<file path="src/rtl/uart_pkg.sv">
// Shared UART receive definitions: receiver states, LCR field positions,
// word-length codes and the parity rule.
package uart_pkg;

    localparam int OVERSAMPLE_DEFAULT = 16;

    localparam int LCR_WLS_LSB = 0;
    localparam int LCR_WLS_MSB = 1;
    localparam int LCR_PEN     = 3;
    localparam int LCR_EPS     = 4;
    localparam int LCR_STICK   = 5;

    typedef enum logic [1:0] {
        WLS_5 = 2'b00,
        WLS_6 = 2'b01,
        WLS_7 = 2'b10,
        WLS_8 = 2'b11
    } wls_e;

    typedef enum logic [2:0] {
        RX_IDLE,
        RX_START,
        RX_DATA,
        RX_PARITY,
        RX_STOP
    } rx_state_e;

    // Index of the final data bit: 5..8-bit words end at bit 4..7.
    function automatic logic [2:0] last_bit_idx(input wls_e wls);
        return {1'b1, wls};
    endfunction

    function automatic logic expected_parity(input logic [7:0] data,
                                             input logic       eps,
                                             input logic       stick);
        if (stick) begin
            return ~eps;
        end
        return eps ? ^data : ~^data;
    endfunction

endpackage

</file>
<file path="src/rtl/rx_sync.sv">
// Multi-stage synchronizer for the asynchronous serial line plus a
// falling-edge detector used to spot the start bit.
module rx_sync #(
    parameter int SYNC_STAGES = 2
) (
    input  logic BCLK,
    input  logic RST,
    input  logic rx_in,
    output logic rxs,
    output logic start_edge
);

    logic [SYNC_STAGES-1:0] sync_q;
    logic [SYNC_STAGES-1:0] sync_d;
    logic                   rxs_prev_q;
    logic                   rxs_prev_d;

    always_comb begin
        sync_d     = {sync_q[SYNC_STAGES-2:0], rx_in};
        rxs_prev_d = sync_q[SYNC_STAGES-1];
    end

    // Reset to the idle-line level so leaving reset never looks like a start bit.
    always_ff @(posedge BCLK or posedge RST) begin
        if (RST) begin
            sync_q     <= '1;
            rxs_prev_q <= 1'b1;
        end else begin
            // NOTE: non-blocking assignments so every flop samples pre-edge values.
            sync_q     <= sync_d;
            rxs_prev_q <= rxs_prev_d;
        end
    end

    assign rxs        = sync_q[SYNC_STAGES-1];
    assign start_edge = rxs_prev_q & ~rxs;

endmodule

</file>
<file path="src/rtl/receiver_timing_control.sv">
// UART receive engine on the 16x baud clock: start detect, mid-bit sampling,
// character assembly into RBR and 16550-style line-status flags.
module receiver_timing_control
    import uart_pkg::*;
#(
    parameter int OVERSAMPLE  = OVERSAMPLE_DEFAULT,
    parameter int SYNC_STAGES = 2
) (
    input  logic       BCLK,
    input  logic       RST,
    input  logic       rx_in,
    input  logic [7:0] LCR,
    input  logic       rbr_read,
    input  logic       lsr_read,
    output logic [7:0] rbr,
    output logic       data_ready,
    output logic       parity_error,
    output logic       framing_error,
    output logic       break_int,
    output logic       overrun_error,
    output logic       rx_busy
);

    localparam int               CNT_W    = $clog2(OVERSAMPLE);
    localparam logic [CNT_W-1:0] CNT_MID  = CNT_W'(OVERSAMPLE / 2 - 1);
    localparam logic [CNT_W-1:0] CNT_LAST = CNT_W'(OVERSAMPLE - 1);

    logic rxs;
    logic start_edge;

    rx_sync #(
        .SYNC_STAGES(SYNC_STAGES)
    ) u_rx_sync (
        .BCLK      (BCLK),
        .RST       (RST),
        .rx_in     (rx_in),
        .rxs       (rxs),
        .start_edge(start_edge)
    );

    rx_state_e        state_q, state_d;
    logic [CNT_W-1:0] cnt_q, cnt_d;
    logic [2:0]       bit_idx_q, bit_idx_d;
    logic [7:0]       data_q, data_d;
    wls_e             wls_q, wls_d;
    logic             pen_q, pen_d;
    logic             eps_q, eps_d;
    logic             stick_q, stick_d;
    logic             par_pend_q, par_pend_d;
    logic             all_zero_q, all_zero_d;

    logic [7:0]       rbr_q, rbr_d;
    logic             data_ready_q, data_ready_d;
    logic             parity_error_q, parity_error_d;
    logic             framing_error_q, framing_error_d;
    logic             break_int_q, break_int_d;
    logic             overrun_error_q, overrun_error_d;

    logic             tick_last;
    logic [CNT_W-1:0] cnt_step;
    logic             load;
    logic             lcr_unused;

    assign tick_last  = (cnt_q == CNT_LAST);
    assign cnt_step   = tick_last ? '0 : cnt_q + CNT_W'(1);
    assign lcr_unused = ^{LCR[7:6], LCR[2]};

    always_comb begin
        // NOTE: defaults first so every path assigns every signal and no latch is inferred.
        state_d    = state_q;
        cnt_d      = cnt_q;
        bit_idx_d  = bit_idx_q;
        data_d     = data_q;
        wls_d      = wls_q;
        pen_d      = pen_q;
        eps_d      = eps_q;
        stick_d    = stick_q;
        par_pend_d = par_pend_q;
        all_zero_d = all_zero_q;
        load       = 1'b0;

        case (state_q)
            RX_IDLE: begin
                cnt_d = '0;
                if (start_edge) begin
                    state_d = RX_START;
                end
            end
            RX_START: begin
                cnt_d = cnt_step;
                if (cnt_q == CNT_MID) begin
                    if (!rxs) begin
                        // Frame format is frozen here for the rest of the character.
                        state_d    = RX_DATA;
                        cnt_d      = '0;
                        bit_idx_d  = '0;
                        data_d     = '0;
                        wls_d      = wls_e'(LCR[LCR_WLS_MSB:LCR_WLS_LSB]);
                        pen_d      = LCR[LCR_PEN];
                        eps_d      = LCR[LCR_EPS];
                        stick_d    = LCR[LCR_STICK];
                        par_pend_d = 1'b0;
                        all_zero_d = 1'b1;
                    end else begin
                        state_d = RX_IDLE;
                    end
                end
            end
            RX_DATA: begin
                cnt_d = cnt_step;
                if (tick_last) begin
                    data_d[bit_idx_q] = rxs;
                    all_zero_d        = all_zero_q & ~rxs;
                    if (bit_idx_q == last_bit_idx(wls_q)) begin
                        state_d = pen_q ? RX_PARITY : RX_STOP;
                    end else begin
                        bit_idx_d = bit_idx_q + 3'd1;
                    end
                end
            end
            RX_PARITY: begin
                cnt_d = cnt_step;
                if (tick_last) begin
                    par_pend_d = (rxs != expected_parity(data_q, eps_q, stick_q));
                    all_zero_d = all_zero_q & ~rxs;
                    state_d    = RX_STOP;
                end
            end
            RX_STOP: begin
                cnt_d = cnt_step;
                if (tick_last) begin
                    load    = 1'b1;
                    state_d = RX_IDLE;
                end
            end
            default: begin
                state_d = RX_IDLE;
                cnt_d   = '0;
            end
        endcase
    end

    // On the load edge rxs is the stop-bit sample; set terms win over lsr_read clears.
    always_comb begin
        rbr_d           = load ? data_q : rbr_q;
        data_ready_d    = (data_ready_q & ~rbr_read) | load;
        overrun_error_d = (overrun_error_q & ~lsr_read) | (load & data_ready_q & ~rbr_read);
        parity_error_d  = (parity_error_q & ~lsr_read) | (load & par_pend_q);
        framing_error_d = (framing_error_q & ~lsr_read) | (load & ~rxs);
        break_int_d     = (break_int_q & ~lsr_read) | (load & all_zero_q & ~rxs);
    end

    always_ff @(posedge BCLK or posedge RST) begin
        if (RST) begin
            state_q         <= RX_IDLE;
            cnt_q           <= '0;
            bit_idx_q       <= '0;
            data_q          <= '0;
            wls_q           <= WLS_5;
            pen_q           <= 1'b0;
            eps_q           <= 1'b0;
            stick_q         <= 1'b0;
            par_pend_q      <= 1'b0;
            all_zero_q      <= 1'b0;
            rbr_q           <= '0;
            data_ready_q    <= 1'b0;
            parity_error_q  <= 1'b0;
            framing_error_q <= 1'b0;
            break_int_q     <= 1'b0;
            overrun_error_q <= 1'b0;
        end else begin
            state_q         <= state_d;
            cnt_q           <= cnt_d;
            bit_idx_q       <= bit_idx_d;
            data_q          <= data_d;
            wls_q           <= wls_d;
            pen_q           <= pen_d;
            eps_q           <= eps_d;
            stick_q         <= stick_d;
            par_pend_q      <= par_pend_d;
            all_zero_q      <= all_zero_d;
            rbr_q           <= rbr_d;
            data_ready_q    <= data_ready_d;
            parity_error_q  <= parity_error_d;
            framing_error_q <= framing_error_d;
            break_int_q     <= break_int_d;
            overrun_error_q <= overrun_error_d;
        end
    end

    assign rbr           = rbr_q;
    assign data_ready    = data_ready_q;
    assign parity_error  = parity_error_q;
    assign framing_error = framing_error_q;
    assign break_int     = break_int_q;
    assign overrun_error = overrun_error_q;
    assign rx_busy       = (state_q != RX_IDLE);

endmodule

</file>
<file path="config.mk">
export PLATFORM = sky130hd
export DESIGN_NAME = receiver_timing_control
export DESIGN_NICKNAME = d
export VERILOG_FILES = /design/src/rtl/uart_pkg.sv /design/src/rtl/rx_sync.sv /design/src/rtl/receiver_timing_control.sv
export SDC_FILE = /design/constraint.sdc
export NUM_CORES = 1
export LEC_CHECK = 0
export BUFFER_PORTS_ARGS = -buffer_cell sky130_fd_sc_hd__buf_2
export CAP_MARGIN = 20
export CORE_UTILIZATION = 40
export CTS_CLUSTER_SIZE = 10
export DETAILED_ROUTE_END_ITERATION = 10
export SETUP_SLACK_MARGIN = 0.2
export SYNTH_ARGS = -nofsm -noshare
export SYNTH_HDL_FRONTEND = slang
export SYNTH_HIERARCHICAL = 1
export SYNTH_SLANG_ARGS = --single-unit
</file>
<file path="constraint.sdc">
create_clock -name BCLK -period 2.2 [get_ports BCLK]
set_clock_uncertainty 0.05 [all_clocks]
set_input_delay 0.33 -clock BCLK [delete_from_list [all_inputs] [get_ports BCLK]]
set_output_delay 0.33 -clock BCLK [all_outputs]
set_load 0.005 [all_outputs]
</file>
* Word-level counts from Yosys, hierarchy flattened
Index checks and enable logic that the tools add are counted.
** Storage, ports and cells
- Flip-flop bits (word level) :: 41
- Bits of input ports :: 13
- Output and inout bits :: 14
** Cells by class
- $add $sub $neg :: 2
- $lt $le $gt $ge :: 2
- Equal/unequal tests :: 17
- Multiplexer cells :: 43
- Bitwise gates (word level) :: 22
- Reduce and logical (&&, ||, !) cells :: 16
** Operators with widths (count)
- $mux 3 :: 11
- $mux 8 :: 3
- $mux 1 :: 17
- $ne 2x2->1 const B :: 8
- $pmux 8 s2 :: 1
- $pmux 3 s5 :: 1
- $and 1x1->1 :: 13
- $mux 4 :: 3
- $reduce_and 4->1 :: 3
- $bwmux 8 :: 1
- $pmux 4 s2 :: 1
- $reduce_xnor 8->1 :: 1
- $reduce_xor 8->1 :: 1
- $eq 3x2->1 const B :: 2
- $pmux 3 s2 :: 1
- $reduce_and 6->1 :: 1
- $reduce_bool 2->1 :: 3
- $or 1x1->1 :: 5
- $reduce_and 5->1 :: 1
- $add 4x1->4 const B :: 1
- $eq 4x3->1 const B :: 1
- $eq 4x4->1 const B :: 1
- $lt 3x4->1 const B :: 1
- $not 1->1 :: 4
- 16 further kinds :: 17

* Depth between registers and ports, before layout
- Depth in word-level cells :: 9
- Depth in mapped cells :: 7
- Mapped depth without buffers :: 6

* Modules after synthesis
Netlist, hierarchy kept.
** By module, submodules not included
- receiver_timing_control :: instances 1, cells an instance 186, area an instance 1915.6 sq um, seq. area each 950.9 sq um
- rx_sync :: instances 1, cells an instance 5, area an instance 96.3 sq um, seq. area each 78.8 sq um

* Least setup slack after synthesis
OpenSTA, ideal clock, no wires.
- Path type :: flip-flop to flip-flop
- Start point :: register cnt_q[0]
- End point :: register eps_q
- Setup time :: 0.128 ns
- Arrival time :: 1.783 ns
- Data required time :: 2.022 ns
- Path slack :: 0.240 ns
- Cell stages (with the launch flop) :: 7
- Clock period less this slack :: 1.960 ns
- Path through :: dfrtp_1 > ha_1 > nand2_1 > or3_1 > or2_1 > nor2_8 > mux2_1
** On the way
- Word-level cells in the longest chain between the ends :: 2
** RTL lines
- start: declaration :: RTL line receiver_timing_control.sv:42 : logic [CNT_W-1:0] cnt_q, cnt_d;
- start signal: assignment :: RTL line receiver_timing_control.sv:173 : cnt_q <= cnt_d;
- $eq 4x3->1 :: RTL line receiver_timing_control.sv:91 : if (cnt_q == CNT_MID) begin
- $reduce_and 3->1 (no source line)
- end signal: assignment :: RTL line receiver_timing_control.sv:178 : eps_q <= eps_d;
- end: declaration :: RTL line receiver_timing_control.sv:47 : logic eps_q, eps_d;
No other way between the ends.
A chain may end at the register's enable or synchronous reset.

* Worst setup path after layout
- Start point :: register cnt_q[0]
- End point :: register pen_q
** On the way
- Word-level cells in the longest chain between the ends :: 2
** RTL lines
- $eq 4x3->1 :: RTL line receiver_timing_control.sv:91
- $reduce_and 3->1 (no source line)
- end signal: assignment :: RTL line receiver_timing_control.sv:177 : pen_q <= pen_d;
- end: declaration :: RTL line receiver_timing_control.sv:46 : logic pen_q, pen_d;
No other way between the ends.

==> qor.csv <==
stage,metric,value,unit
run_status,status,finished clean,
yosys,Post-Syn Area,0.00201,sq mm
critical_path,CP Max Fanout,7,
placement,Inst Count DP,280,
yosys,top_reg_cell synth,dfrtp_1,
critical_path,Critical path buffers and inverters,0,
yosys,Avg Inst Size Synth,10.5,sq um
global_routing,first-pass GRT wire length,6520,um
yosys,syn nets,206,
global_routing,initial antenna violation count,0,
die,die width,72.9,um
yosys,number of synthesized flops with an enable pin,0,
global_routing,pin count of the biggest net entering global routing,39,
timing,Final Hold Violating Endpoints,0,
layout,antenna cells,0,
timing,Max Fclk,0.511,GHz
critical_path,CP required,2.33,ns
yosys,YS warnings,6,
clock_tree,TritonCTS clock tree,yes,
routing,via count,1478,
layout,share of layout cells above drive strength 1,30.2,%
critical_path,CP startpoint kind,flip-flop,
critical_path,r2r worst-path depth,6,
critical_path,Critical Path Sink Type,flip-flop,
routing,WL/cell,13.2,um
timing,Slew headroom,67.2,%
power_and_ir_drop,worst vdd ir,624,uV
routing,DRC viols,0,
power_and_ir_drop,sequential power share,44.1,%
routing,Final ANT Viol Nets,0,
global_routing,vias in the first global route,1343,
timing,"Slew Viols, Final",0,
routing,Initial DRC Count,69,
yosys,Yosys reg bits,41,
die,Die H,72.9,um
yosys,Commonest cells post-synth,"38 x dfrtp_1, 21 x o21ai_0, 13 x nand2_1",
die,Initial Utilization,42.0,%
layout,multi-input logic area,931,sq um
clock_tree,Longest Clk Path Bufs,2,
clock_tree,Root Buffer,clkbuf_8,
clock_tree,clock latency on the worst-skew pair,0.29,ns
critical_path,reg-to-reg setup timing slack,0.24,ns
layout,Register Area,0.00103,sq mm
timing,Worst-Margin Slew,0.491,ns
power_and_ir_drop,clock power share,31.9,%
yosys,synth top area cells,"dfrtp_1 47%, o21ai_0 5.2%, mux2_2 5.0%, dfstp_2 3.9%, xnor2_1 3.5%",
placement,hpwl dp,2620,um
routing,via/cell ratio,5.11,
clock_tree,clock slew at reported path FFs,0.08,ns
yosys,most frequent cell after synthesis,dfrtp_1,
clock_tree,CTS sink cnt,41,
critical_path,Stages on worst setup path,6,
die,die area,0.00532,sq mm
job,MaxCap Viol Count,0,
yosys,Yosys top cell by area,dfrtp_1,
power_and_ir_drop,Comb pwr share,24.0,%
power_and_ir_drop,P_int,1.60,mW
clock_tree,CTS H-tree lvls,2,
timing,Final setup viols,0,
routing,Initial DRT Pass Iterations,4,
hold_path,HP Class,in2async,
yosys,post-synth top area share,47.3,%
die,row count,25,
critical_path,critical path class,reg2reg,
critical_path,crit path to,pen_q,
die,I/O pin count,27,
critical_path,cells along the critical path,"ha_2, nand2_2, or3_4, or2_4, nor2_8, mux2_1",
critical_path,Worst R2R End,pen_q,
timing,RSZ-0062 raised after global routing,true,
yosys,register area share after synthesis,51.2,%
yosys,Async SR Flop Fraction,100,%
placement,PortBufs,23,
clock_tree,Num CTS Buffers,5,
layout,final core occ,50.2,%
timing,Tcrit/Tclk final,89.0,%
power_and_ir_drop,Static Leakage,1.13,nW
routing,Post-Route WL,3800,um
layout,fill count,455,
critical_path,Arrival @ worst endpoint,2.09,ns
layout,Syn-to-layout area delta,19.4,%
layout,Final Instance Count excl. Fillers,289,
timing,Final min period,1.96,ns
critical_path,"Max stage delay cell, worst path",dfrtp_1,
critical_path,r2r startpoint,cnt_q[0],
global_routing,global route overflow,0,
power_and_ir_drop,Sw Share,28.7,%
clock_tree,"Hold-fix buffers, CTS",0,
die,core area,0.00479,sq mm
critical_path,max incr delay on CP,0.39,ns
yosys,Synth Instances,191,
critical_path,CP startpoint,cnt_q[0],
timing,Fin Hold WS,0.0245,ns
placement,Final Wtd Congestion,0.764,
timing,TNS Setup,0,ns
power_and_ir_drop,sw power,0.642,mW
yosys,distinct cell type count after synthesis,44,
global_routing,All-Layer GR Usage,16.2,%
layout,nets,236,
power_and_ir_drop,Cell Pwr Density,931,mW/mm^2
critical_path,Worst path top cell family by delay,simple AND/OR/NAND/NOR gates,
## cells by family (layout without fill, tap and decap cells)
group / count (synthesis) / in the layout / synth area share (%)
muxes: 15 / 15 / 8.33
buffers and inverters: 19 / 50 / 3.92
adders and majority gates: 2 / 2 / 1.24
and+or+nand+nor: 57 / 57 / 16.0
AOI/OAI and AO/OA: 45 / 45 / 14.1
DFF: 41 / 41 / 51.2
xor gates and xnor gates: 12 / 12 / 5.22
## final cells by class
cell class                      count  area share (%)
Clock inverter                      3            2.71
Tap cell                           67            3.49
Timing Repair Buffer               33            7.92
Multi-Input combinational cell    131            38.8
Clock buffer                        5            2.86
Inverter                            9            1.41
Sequential cell                    41            42.9
## routing by layer
metal  wire length, um  vias to the layer above  GRT usage (%)
met5                 0                        -              0
met3               156                        6           4.14
met1              1960                      705           23.7
met4                64                        0           6.32
met2              1620                       36           22.9
li1                  -                      731              -
## cell usage in the layout (no fill, tap or decap), types with 5 or more instances in the layout
cell      count
a21oi_1       6
a31oi_1       5
buf_2        23
buf_4        10
clkbuf_8      5
dfrtp_1      38
inv_1         9
mux2_2        9
nand2_1      12
nand2b_1      5
nor2_1       10
o21ai_0      21
xnor2_1       8
## worst reg2reg max path: stages (launching register included)
cell and delay [ns]:
dfrtp_1 0.39, ha_2 0.20, nand2_2 0.06, or3_4 0.35, or2_4 0.28, nor2_8 0.19, mux2_1 0.33
## registers in the layout, indices dropped and copies added, names as in the netlist
register	cells
eps_q	1
state_q	3
u_rx_sync/rxs_prev_q	1
pen_q	1
framing_error	1
overrun_error	1
u_rx_sync/sync_q	2
par_pend_q	1
rbr	8
break_int	1
all_zero_q	1
wls_q	2
stick_q	1
cnt_q	4
parity_error	1
data_q	8
data_ready	1
bit_idx_q	3
## timing repair
action,in CTS,in global routing
gates resized for setup,1,7
endpoints found under the setup margin,5,5
pin swaps,0,3
buffers inserted,0,1
## worst min path at each step
stage | start | endpoint | cells after the start
5_1_grt | RST | u_rx_sync/sync_q[0] | 2
2_1_floorplan | RST | u_rx_sync/rxs_prev_q | 1
3_3_place_gp | u_rx_sync/sync_q[0] | u_rx_sync/sync_q[1] | 0
3_5_place_dp | u_rx_sync/sync_q[0] | u_rx_sync/sync_q[1] | 0
4_1_cts | RST | u_rx_sync/sync_q[0] | 2
6_report | RST | u_rx_sync/sync_q[0] | 2
## power groups by stage
| stage | Sequential (mW) | Combinational (mW) | Clock (mW) |
|---|---|---|---|
| 2_1_floorplan | 0.955 | 0.386 | 0 |
| 3_3_place_gp | 0.991 | 0.486 | 0 |
| 3_5_place_dp | 0.995 | 0.497 | 0 |
| 4_1_cts | 0.981 | 0.503 | 0.734 |
| 5_1_grt | 1.01 | 0.593 | 0.764 |
| 6_report | 0.987 | 0.536 | 0.714 |
## metrics by stage
step | cell area [sq um] | power (mW) | setup slack (ns)
5_1_grt | 2400 | 2.37 | 0.181
3_3_place_gp | 2230 | 1.48 | 0.193
2_1_floorplan | 2010 | 1.34 | 0.240
4_1_cts | 2370 | 2.22 | 0.228
3_5_place_dp | 2230 | 1.49 | 0.177
6_report | 2400 | 2.24 | 0.243
(Power assumes the default switching activity.)
